<file path="src/rtl/logic_unit_arbiter.sv">
// Two-requester round-robin front end for a shared 32-bit AND/OR/XOR logic unit.
// Optional LU_STATS_EN adds a saturating completed-response counter (stat_done).
`timescale 1ns/1ps

module logic_unit_arbiter #(
  parameter int WIDTH         = 32,
  parameter int SETTLE_CYCLES = 2
) (
  input  logic             clk,
  input  logic             rst_n,
  input  logic             req0_valid,
  output logic             req0_ready,
  input  logic [WIDTH-1:0] req0_a,
  input  logic [WIDTH-1:0] req0_b,
  input  logic [1:0]       req0_op,
  input  logic             req1_valid,
  output logic             req1_ready,
  input  logic [WIDTH-1:0] req1_a,
  input  logic [WIDTH-1:0] req1_b,
  input  logic [1:0]       req1_op,
  output logic [WIDTH-1:0] lu_a,
  output logic [WIDTH-1:0] lu_b,
  output logic             lu_f0,
  output logic             lu_f1,
  input  logic [WIDTH-1:0] lu_out,
  output logic             rsp_valid,
  input  logic             rsp_ready,
  output logic [WIDTH-1:0] rsp_data,
  output logic             rsp_id
`ifdef LU_STATS_EN
  ,
  output logic [15:0]      stat_done
`endif
);

  // state  | meaning
  // IDLE   | arbitrating, readies live, unit inputs hold last op
  // SETTLE | operands on the unit, counting down to capture
  // RESP   | result held on rsp_* until the consumer takes it
  typedef enum logic [1:0] {
    ST_IDLE   = 2'd0,
    ST_SETTLE = 2'd1,
    ST_RESP   = 2'd2
  } state_t;

  localparam int CW = (SETTLE_CYCLES < 2) ? 1 : $clog2(SETTLE_CYCLES + 1);

  state_t          state;
  state_t          state_nxt;
  logic [CW-1:0]   count;
  logic            last_grant;
  logic            grant_any;
  logic            grant_id;
  logic            accept;
  logic            settle_done;
  logic            rsp_fire;
  logic [WIDTH-1:0] sel_a;
  logic [WIDTH-1:0] sel_b;
  logic [1:0]      sel_op;

  // Tie goes to whichever requester did not win last time.
  always_comb begin
    grant_any = req0_valid | req1_valid;
    if (req0_valid && req1_valid) begin
      grant_id = ~last_grant;
    end else begin
      grant_id = ~req0_valid;
    end
    sel_a  = grant_id ? req1_a  : req0_a;
    sel_b  = grant_id ? req1_b  : req0_b;
    sel_op = grant_id ? req1_op : req0_op;
  end

  assign accept      = (state == ST_IDLE) && grant_any;
  assign settle_done = (state == ST_SETTLE) && (count == CW'(1));
  assign rsp_fire    = (state == ST_RESP) && rsp_valid && rsp_ready;

  always_ff @(posedge clk or negedge rst_n) begin
    if (!rst_n) begin
      state <= ST_IDLE;
    end else begin
      state <= state_nxt;
    end
  end

  always_comb begin
    state_nxt = state;
    case (state)
      ST_IDLE:   if (accept)      state_nxt = ST_SETTLE;
      ST_SETTLE: if (settle_done) state_nxt = ST_RESP;
      ST_RESP:   if (rsp_fire)    state_nxt = ST_IDLE;
      default:                    state_nxt = ST_IDLE;
    endcase
  end

  always_comb begin
    req0_ready = 1'b0;
    req1_ready = 1'b0;
    if (accept) begin
      req0_ready = ~grant_id;
      req1_ready = grant_id;
    end
  end

  always_ff @(posedge clk or negedge rst_n) begin
    if (!rst_n) begin
      lu_a       <= '0;
      lu_b       <= '0;
      lu_f0      <= 1'b0;
      lu_f1      <= 1'b0;
      count      <= '0;
      last_grant <= 1'b1;
      rsp_id     <= 1'b0;
    end else if (accept) begin
      lu_a       <= sel_a;
      lu_b       <= sel_b;
      lu_f0      <= sel_op[1];
      lu_f1      <= sel_op[0];
      count      <= CW'(SETTLE_CYCLES);
      last_grant <= grant_id;
      rsp_id     <= grant_id;
    end else if ((state == ST_SETTLE) && !settle_done) begin
      count <= count - CW'(1);
    end
  end

  // The unit is purely combinational; its output is sampled once the settle window expires.
  always_ff @(posedge clk or negedge rst_n) begin
    if (!rst_n) begin
      rsp_valid <= 1'b0;
      rsp_data  <= '0;
    end else if (settle_done) begin
      rsp_valid <= 1'b1;
      rsp_data  <= lu_out;
    end else if (rsp_fire) begin
      rsp_valid <= 1'b0;
    end
  end

`ifdef LU_STATS_EN
  always_ff @(posedge clk or negedge rst_n) begin
    if (!rst_n) begin
      stat_done <= '0;
    end else if (rsp_fire && (stat_done != 16'hFFFF)) begin
      stat_done <= stat_done + 16'd1;
    end
  end
`endif

endmodule

</file>
<file path="config.mk">
export PLATFORM = sky130hd
export DESIGN_NAME = logic_unit_arbiter
export DESIGN_NICKNAME = d
export VERILOG_FILES = /design/src/rtl/logic_unit_arbiter.sv
export SDC_FILE = /design/constraint.sdc
export NUM_CORES = 1
export LEC_CHECK = 0
export ABC_CLOCK_PERIOD_IN_PS = 3650
export BUFFER_PORTS_ARGS = -buffer_cell sky130_fd_sc_hd__buf_2
export CAP_MARGIN = 20
export CORE_AREA = 2 2 104 106
export DETAILED_ROUTE_END_ITERATION = 7
export DIE_AREA = 0 0 106 108
export MAX_ROUTING_LAYER = met4
export PLACE_DENSITY_LB_ADDON = 0.12
export SYNTH_ARGS = -nofsm -noshare
export SYNTH_HDL_FRONTEND = slang
export SYNTH_SLANG_ARGS = --single-unit
</file>
<file path="constraint.sdc">
create_clock -name clk -period 3.65 [get_ports clk]
set_input_delay 0.1825 -clock clk [delete_from_list [all_inputs] [get_ports clk]]
set_output_delay 0.1825 -clock clk [all_outputs]
set_load 0.1 [all_outputs]
</file>
Yosys cells after proc, flatten, opt, wreduce, memory -nomap -nowiden:

Cells that the tools add are included.

* flip-flop bits (word level): 105
* output and inout bits: 102
* logic and storage cells: 46

* $add $sub $neg: 1
* equal/unequal tests: 6
* mux-type cells: 14
* bitwise gates (word level): 4
* reductions and logical operators: 11

Operators with widths (count)
* two-way mux 32 bit: 2
* two-way mux 2 bit: 6
* logical AND 1 bit: 6
* inequality test 2 bit (second input constant): 3
* one-hot mux 2 bit (3 select lines): 1
* two-way mux 1 bit: 5
* equality test 2 x 1 -> 1 bit (second input constant): 2
* nonzero test 2 bit: 2
* inverter 1 bit: 3
* AND reduction 3 bit: 1
* equality test 2 bit (second input constant): 1
* logical NOT 2 bit: 1
* subtractor 2 x 1 -> 2 bit (second input constant): 1
* logical NOT 1 bit: 1
* OR 1 bit: 1

Longest topological paths before layout:

Gate-level depths: netlist of run 1.

* depth in word-level cells: 6
* mapped depth: 6
* gate-level depth less buffers: 5

Least setup slack after synthesis of run 1:

OpenSTA, ideal clock, no wires.

* kind: register to register
* start point: register last_grant
* end point: register lu_b[20]
* library setup time: 0.126 ns
* data arrival time: 1.560 ns
* setup slack: 1.964 ns
* stages on the path, launching flop included: 6
* period minus slack after synthesis: 1.686 ns
* cell sequence: dfstp_2 -> nand2_1 -> and3_1 -> buf_2 -> buf_2 -> a221o_1

* cells in the longest elaborated chain, start to end: 3

RTL lines
* start, declared: line 51 `logic last_grant;`
* start signal, assigned: line 120 `last_grant <= grant_id;`
* inverter 1 bit: line 65 `grant_id = ~last_grant;`
* two-way mux 1 bit: line 64 `if (req0_valid && req1_valid) begin`
* two-way mux 32 bit: line 70 `sel_b = grant_id ? req1_b : req0_b;`
* end signal, assigned: line 116 `lu_b <= sel_b;`
* end, declared: line 22 `output logic [WIDTH-1:0] lu_b,`

No other way between the ends.
A chain may end at the register's enable or synchronous reset.

Final worst setup path of run 1:

* start point: register state[1]
* end point: output req1_ready

* cells in the longest elaborated chain, start to end: 3

RTL lines
* start, declared: line 48 `state_t state;`
* start signal, assigned: line 82 `state <= state_nxt;`
* logical NOT 2 bit: line 74 `assign accept = (state == ST_IDLE) && grant_any;`
* logical AND 1 bit: line 74
* two-way mux 1 bit: line 99 `if (accept) begin`
* end, declared: line 17 `output logic req1_ready,`

No other way between the ends.

==> results.txt, run 1 <==
----------------------------------------------------
[Run status]
  Outcome ... finished, final reports clean

[Floorplanning]
  Width of the die ... 106 um
  Starting density of the core ... 0.4385
  Std-Cell Core Area ... 0.01023 mm^2
  Boundary Pins ... 271
  Num rows ... 37
  Floorplan die area ... 0.01145 mm^2
  Chip height ... 108 um

[Logic synthesis]
  Cell with the most instances after synthesis ... sky130_fd_sc_hd__dfrtp_1
  Netlist Area Pre-Place ... 0.004487 mm^2
  XOR/XNOR share of the synthesized area ... 0.001952
  Synth warnings ... 0
  Async SR Flop Fraction ... 1.000
  Largest cells by area after synthesis ... sky130_fd_sc_hd__dfrtp_1, sky130_fd_sc_hd__a221o_1, sky130_fd_sc_hd__o21a_1, sky130_fd_sc_hd__mux2_2, sky130_fd_sc_hd__buf_6
  EDFF count, synth ... 0
  Sequential cell area fraction in the yosys report ... 0.5859
  Area share of the largest cell type after synthesis ... 0.5800
  Ys flop type ... sky130_fd_sc_hd__dfrtp_1
  Number of distinct library cells after synthesis ... 23
  Cell types with the highest counts after synthesis ... sky130_fd_sc_hd__dfrtp_1, sky130_fd_sc_hd__a221o_1, sky130_fd_sc_hd__o21a_1
  Synthesized netlist cell count ... ~330
  Fraction of synthesized area in multiplexers ... 0.08031
  Dominant combinational cell family by area after synthesis ... compound AO/OA/AOI/OAI gates
  Adder-cell share of the synthesized area ... 0.002789
  Post-synthesis area per instance ... ~14 um^2
  Post-synth top area cell ... sky130_fd_sc_hd__dfrtp_1
  Post-synthesis sequential element count ... approximately 110
  Share of the synthesized area in compound gates (AO/OA/AOI/OAI) ... 0.2660
  Net count after synthesis ... 501
  Synthesized-area fraction occupied by and/or/nand/nor cells ... 0.02008

[Clock tree]
  Post-CTS Setup Inserts ... 0
  Number of clock sinks seen by CTS ... 105
  Clock tree from TritonCTS ... built
  Buffers from clock root to sink, at most ... 2
  H-tree Lvls ... 3
  Clock slew seen by the registers of the worst setup and hold paths ... 0.09 ns
  CTS Buf Count ... 9
  Clock tree root buffer cell ... sky130_fd_sc_hd__clkbuf_8
  # resized after CTS ... 0
  CTS hold repair buffers ... 1
  Clock latency on the worst-skew pair ... 0.37 ns

[Placement]
  Count of port buffers added during placement ... 270
  Routability congestion estimate from global placement ... 0.8045
  Half-perimeter wire length of the detailed placement result ... between 9000 and 10000 um

[STA]
  Worst clock skew on the final layout ... 0.007383 ns
  Number of max-slew violations in the final report ... 0
  Number of setup violations in the final report ... 0
  Achievable Freq ... 388.8 MHz
  Max transition margin ... 0.3353
  Fin crit share ... 0.7047
  RSZ-0062 raised after global routing ... no
  Total negative slack ... 0 ns
  Crit path time final ... 2.572 ns
  Transition time at the pin with the least slew margin ... 0.9947 ns
  Hold violation total from the final report ... 0

[Global route]
  Overall overflow remaining after global route ... 0
  Global routing usage on met1 ... 0.2708
  Combined global-route utilization of all metal layers ... 0.2259
  Antenna violations before repair ... 0
  Peak-usage layer in the global routing report ... met2
  Met2 demand-to-capacity share in global routing ... 0.3747
  Global routing met3 resource utilization ... 0.03918
  Global-route wire length before repair ... 19390 um
  Via count of the first global-routing pass ... 3874
  Maximum number of pins on one net before global-route repair ... 73

[Job]
  Max_cap viols ... 0

[Detailed routing]
  Routed via count ... a little under 4000
  Total DRC errors in the routed layout ... 0
  Number of DRC violations after detailed-routing iteration 0 ... around 220
  Routed wire length per instance ... around 18 um
  Number of detailed-route iterations in the first pass ... 4
  Wirelength, routed ... roughly 13000 um
  Post-route ant nets ... 0
  Vias per inst ... about 5.4

[Final layout]
  P&R area growth vs syn ... 35.67%
  Antenna cells ... 0
  Nets@finish ... 757
  Fraction of final layout cells with drive strength greater than 1 ... 0.5574

[Setup path]
  Startpoint class of the critical path ... flip-flop
  Data required, critical path ... 3.47 ns
  Critical Path End Type ... output pin
  Worst Path Max Fanout ... 49
  Worst setup path class ... flip-flop to output pin
  Crit path DAT ... 2.39 ns

[Hold path]
  Path type of the worst min-delay path ... primary input to flip-flop

----------------------------------------------------
path summary, 6_finish.rpt:
path,slack [ns],to,depth (start not counted),startpoint
max,1.08,req1_ready,3,state[1]$_DFFE_PN0P_
min,0.03,lu_a[19]$_DFFE_PN0P_,2,req0_a[19]
max reg2reg,1.54,lu_b[9]$_DFFE_PN0P_,4,state[1]$_DFFE_PN0P_
min reg2reg,0.49,rsp_id$_DFFE_PN0P_,1,rsp_id$_DFFE_PN0P_
max in group asynchronous,2.36,lu_f1$_DFFE_PN0P_,3,rst_n
min in group asynchronous,0.48,rsp_data[12]$_DFFE_PN0P_,2,rst_n
layout make-up:
cell class,instances,area (um^2)
fillers,874,4144
flip-flops and latches,105,2629
inverters,1,3.754
repair buffers,279,1424
clock buffers,14,172.7
multi-input cells,191,1675
well taps,136,170.2
clock inverters,2,12.51
cells by family after synthesis:
kind of cell	Yosys count
xor gates and xnor gates	1
and+or+nand+nor	19
muxes	32
adders and majority gates	1
DFF	105
buffers and inverters	35
AOI/OAI and AO/OA	138
routing by layer:
layer / part of all wire / vias up / wire length, um
met3: 0.066 / 27 / 842
met4: 0.030 / 0 / 383
met5: 0 / - / 0
met2: 0.50 / 182 / 6365
met1: 0.40 / 1899 / 5150
li1: - / 1797 / -
flip-flops by register name, indices dropped and copies added (netlist names):
| name | flops |
|---|---|
| lu_a | 32 |
| lu_b | 32 |
| count | 2 |
| last_grant | 1 |
| lu_f0 | 1 |
| rsp_id | 1 |
| state | 2 |
| rsp_valid | 1 |
| lu_f1 | 1 |
| rsp_data | 32 |
stage by stage:
step	setup slack (ns)	cell area, um^2	hold slack [ns]	instances	util
after CTS	1.056	6087	0.01341	728	0.5950
after global placement	1.485	5892	0.3655	711	0.5759
final	1.078	6087	0.03472	728	0.5950
after floorplan	1.964	4487	-0.1131	331	-
after detailed placement	1.469	5892	0.3681	711	0.5759
after global routing	0.9309	6087	0.01794	728	0.5950
critical path: stages, from the launching register on:
cell                      delay [ns]
sky130_fd_sc_hd__dfrtp_1        0.44
sky130_fd_sc_hd__nor2_1         0.16
sky130_fd_sc_hd__and3_2         0.84
sky130_fd_sc_hd__buf_2          0.58
layout by cell type, fill, tap and decap left out, drive strengths merged:
master	n
a21o	2
a21oi	1
a221o	66
and3	2
buf	278
clkbuf	14
clkinv	1
clkinvlp	1
dfrtp	104
dfstp	1
dlygate4sd3	1
ha	1
inv	1
mux2	32
nand2	6
nand2b	1
nor2	6
nor2b	1
nor3b	1
o211ai	1
o21a	66
o21ai	2
or2	2
xnor2	1
Power of run 1 is not shown: default switching activity piles up to over one toggle a cycle in this logic, so the estimate is an artifact.
==> run 2, diff against run 1 <==
- ABC_CLOCK_PERIOD_IN_PS: 3650 -> 2400
- CORE_AREA: 2 2 104 106 -> default
- CORE_UTILIZATION: default -> 43
- DIE_AREA: 0 0 106 108 -> default
- clock period: 3.65 -> 2.4 ns (I/O delays scaled with it)
==> results.txt, run 2 <==
----------------------------------------------------
[Logic synthesis]
  Largest cells by area after synthesis ... sky130_fd_sc_hd__dfrtp_1, sky130_fd_sc_hd__a221o_1, sky130_fd_sc_hd__o21a_1, sky130_fd_sc_hd__mux2_2, sky130_fd_sc_hd__buf_6
  Sequential cell area fraction in the yosys report ... 0.5859 (unchanged)
  Dominant combinational cell family by area after synthesis ... compound AO/OA/AOI/OAI gates
  Netlist Area Pre-Place ... 0.004487 mm^2 (unchanged)
  Area share of the largest cell type after synthesis ... 0.5800 (unchanged)
  Fraction of synthesized area in multiplexers ... 0.08031 (unchanged)
  Net count after synthesis ... 501 (unchanged)
  Synthesized-area fraction occupied by and/or/nand/nor cells ... 0.02008 (unchanged)
  XOR/XNOR share of the synthesized area ... 0.001952 (unchanged)
  Adder-cell share of the synthesized area ... 0.002789 (unchanged)
  Async SR Flop Fraction ... 1.000 (unchanged)
  Synthesized netlist cell count ... 331 (unchanged)
  Post-synthesis area per instance ... 13.56 um^2 (unchanged)
  Share of the synthesized area in compound gates (AO/OA/AOI/OAI) ... 0.2660 (unchanged)
  Post-synth top area cell ... sky130_fd_sc_hd__dfrtp_1
  Synth warnings ... 0 (unchanged)
  EDFF count, synth ... 0 (unchanged)
  Cell with the most instances after synthesis ... sky130_fd_sc_hd__dfrtp_1
  Cell types with the highest counts after synthesis ... sky130_fd_sc_hd__dfrtp_1, sky130_fd_sc_hd__a221o_1, sky130_fd_sc_hd__o21a_1
  Ys flop type ... sky130_fd_sc_hd__dfrtp_1
  Post-synthesis sequential element count ... 105 (unchanged)
  Number of distinct library cells after synthesis ... 23 (unchanged)

[Floorplanning]
  Num rows ... 36 (-2.7%)
  Boundary Pins ... 271 (unchanged)
  Chip height ... 104.2 um (-3.6%)
  Starting density of the core ... 0.4507 (+0.01218)
  Width of the die ... 104.2 um (-1.7%)

[Clock tree]
  # resized after CTS ... 0 (unchanged)
  CTS Buf Count ... 9 (unchanged)
  Number of clock sinks seen by CTS ... 105 (unchanged)
  Buffers from clock root to sink, at most ... 2 (unchanged)
  Clock tree root buffer cell ... sky130_fd_sc_hd__clkbuf_8
  Post-CTS Setup Inserts ... 0 (unchanged)
  CTS hold repair buffers ... 146 (+145)
  H-tree Lvls ... 3 (unchanged)

[Placement]
  Cell area reported after detailed placement ... 0.005933 mm^2 (+0.70%)
  Half-perimeter wire length of the detailed placement result ... 8871 um (-5.0%)
  Count of port buffers added during placement ... 270 (unchanged)
  Routability congestion estimate from global placement ... 0.8655 (+7.6%)

[Run status]
  Outcome ... stopped before the end
  First Error ... [ERROR RSZ-0060] Max buffer count reached.
  Last stage ... clock tree synthesis

----------------------------------------------------
-- run 2: cell counts after synthesis --
No cell type changed its count.
-- run 2: cell families after synthesis --
kind of cell,Yosys count
AND/OR/NAND/NOR,19
AO/OA/AOI/OAI,138
adder cells (fa/ha/maj),1
buffers and inverters,35
flip-flops,105
XOR/XNOR,1
multiplexers,32
-- run 2: metrics by stage --
stage,util,setup slack [ns],cells,hold WS (ns)
2_1_floorplan,-,0.7143,331,-0.1756
3_3_place_gp,0.5960,0.5918,709,0.1837
3_5_place_dp,0.5960,0.5552,709,0.1967
==> run 3, diff against run 2 <==
- CORE_UTILIZATION: 43 -> 38
- MAX_ROUTING_LAYER: met4 -> default
- PLACE_DENSITY_LB_ADDON: 0.12 -> 0.15
==> results.txt, run 3 (synthesis gave the netlist of run 1 again) <==
----------------------------------------------------
[Run status]
  Outcome ... finished, final reports clean

[Final layout]
  Commonest non-fill, non-tap cell in the layout ... sky130_fd_sc_hd__buf_2
  Nets@finish ... 774
  Number of standard cells in the layout, taps in and fillers out ... 751
  P&R area growth vs syn ... 43.50%
  Leading cell types in the layout, fill and taps excluded ... sky130_fd_sc_hd__buf_2, sky130_fd_sc_hd__dfrtp_1, sky130_fd_sc_hd__o21a_1, sky130_fd_sc_hd__a221o_1, sky130_fd_sc_hd__mux2_2
  Register area ... 0.002629 mm^2
  Fill cell instance count of the final layout ... 994
  Antenna cells ... 0
  Area taken by multi-input logic gates ... 0.001683 mm^2
  Fraction of final layout cells with drive strength greater than 1 ... 0.5461
  Largest registers in the final layout ... lu_a: 32 flops, lu_b: 32 flops, rsp_data: 32 flops

[Global route]
  Antenna violations before repair ... 0
  Global routing met3 resource utilization ... 0.05085
  Global-route wire length before repair ... 20490 um
  Global routing usage on met1 ... 0.2656
  Via count of the first global-routing pass ... 4102
  Peak-usage layer in the global routing report ... met2
  Overall overflow remaining after global route ... 0
  Met2 demand-to-capacity share in global routing ... 0.3445
  Combined global-route utilization of all metal layers ... 0.2102
  Maximum number of pins on one net before global-route repair ... 68

[Floorplanning]
  Floorplan die area ... between 0.01 and 0.015 mm^2
  Num rows ... 39 (+8.3%)
  Chip height ... 110.7 um (+6.3%)
  Starting density of the core ... 0.3913 (-0.05946)
  Boundary Pins ... 271 (unchanged)
  Std-Cell Core Area ... around 0.011 mm^2
  Width of the die ... 110.7 um (+6.3%)

[Clock tree]
  Clock tree root buffer cell ... sky130_fd_sc_hd__clkbuf_16
  Post-CTS Setup Inserts ... 0 (unchanged)
  Clock slew seen by the registers of the worst setup and hold paths ... 0.07 ns
  CTS Buf Count ... 9 (unchanged)
  H-tree Lvls ... 3 (unchanged)
  Clock latency on the worst-skew pair ... 0.34 ns
  Number of clock sinks seen by CTS ... 105 (unchanged)
  Clock tree from TritonCTS ... built
  Buffers from clock root to sink, at most ... 2 (unchanged)

[Detailed routing]
  Number of DRC violations after detailed-routing iteration 0 ... ~170
  Vias per inst ... around 5.2
  Total DRC errors in the routed layout ... 0
  Number of detailed-route iterations in the first pass ... 4
  Routed wire length per instance ... ~17 um
  Post-route ant nets ... 0
  Routed via count ... 3934
  Wirelength, routed ... roughly 13000 um

[Placement]
  Count of port buffers added during placement ... 270 (unchanged)
  Half-perimeter wire length of the detailed placement result ... 8869 um (about the same)
  Number of instances in the placed design ... 719 (+1.4%)
  Pre-CTS setup slack ... 0.6105 ns (+0.05529 ns)
  Routability congestion estimate from global placement ... 0.7517 (-13%)

[Setup path]
  Worst setup path class ... flip-flop to flip-flop
  Crit path DAT ... about 2.5 ns
  Startpoint class of the critical path ... flip-flop
  Critical Path End Type ... flip-flop
  Worst Path Max Fanout ... 25
  Data required, critical path ... about 2.7 ns

[STA]
  Achievable Freq ... 457.8 MHz
  Fin crit share ... 0.9102
  Hold violation total from the final report ... 0
  Worst clock skew on the final layout ... about 0.0069 ns
  Transition time at the pin with the least slew margin ... 0.6552 ns
  Worst Setup Slack, final ... 0.2155 ns
  Total negative slack ... 0 ns
  Max transition margin ... 0.5632
  Number of setup violations in the final report ... 0
  Number of max-slew violations in the final report ... 0
  Crit path time final ... 2.184 ns
  RSZ-0062 raised after global routing ... no

[Hold path]
  Path type of the worst min-delay path ... primary input to flip-flop

[Job]
  Max_cap viols ... 0

----------------------------------------------------
run 3: final timing paths:
| kind | depth (start not counted) | startpoint | endpoint | slack, ns |
|---|---|---|---|---|
| worst max-delay path | 5 | state[0]$_DFFE_PN0P_ | lu_a[21]$_DFFE_PN0P_ | 0.22 |
| worst min-delay path | 2 | req1_a[15] | lu_a[15]$_DFFE_PN0P_ | 0.008 |
| min in group asynchronous | 2 | rst_n | lu_b[10]$_DFFE_PN0P_ | 0.35 |
| worst max register to register | 5 | state[0]$_DFFE_PN0P_ | lu_a[21]$_DFFE_PN0P_ | 0.22 |
| worst min register to register | 1 | rsp_id$_DFFE_PN0P_ | rsp_id$_DFFE_PN0P_ | 0.49 |
| max in group asynchronous | 3 | rst_n | last_grant$_DFFE_PN1P_ | 1.33 |
run 3: timing repair:
item,CTS,global route
resized for setup,0,2
endpoints found under the setup margin,0,2
endpoints found under the hold margin,58,1
hold buffers,16,1
run 3: metrics by stage:
stage,hold WS [ns],cell area [um^2],utilization
floorplan,-0.1756,4487,-
global placement,0.1931,5946,0.5185
detailed placement,0.1972,5946,0.5185
CTS,0.00001787,6421,0.5600
global route,0.0003216,6439,0.5615
finish,0.007581,6439,0.5615
run 3: cell type report:
class / count / area share
Sequential cell: 105 / 0.4083
Multi-Input combinational cell: 191 / 0.2614
Inverter: 1 / 0.0005830
Clock inverter: 2 / 0.005441
Timing Repair Buffer: 296 / 0.2530
Clock buffer: 13 / 0.04353
Tap cell: 143 / 0.02779
run 3: critical path, stage by stage, from the launching register on:
cell and delay (ns):
sky130_fd_sc_hd__dfrtp_1 0.42, sky130_fd_sc_hd__nor2_1 0.20, sky130_fd_sc_hd__and3_4 0.42, sky130_fd_sc_hd__buf_4 0.34, sky130_fd_sc_hd__a221o_1 0.19, sky130_fd_sc_hd__dlygate4sd3_1 0.55
run 3: layer usage:
layer,vias to the layer above,share of wire
li1,1825,-
met1,1897,0.42
met3,25,0.068
met4,0,0.029
met5,-,0
met2,187,0.48
Power of run 3 is left out for the same reason.
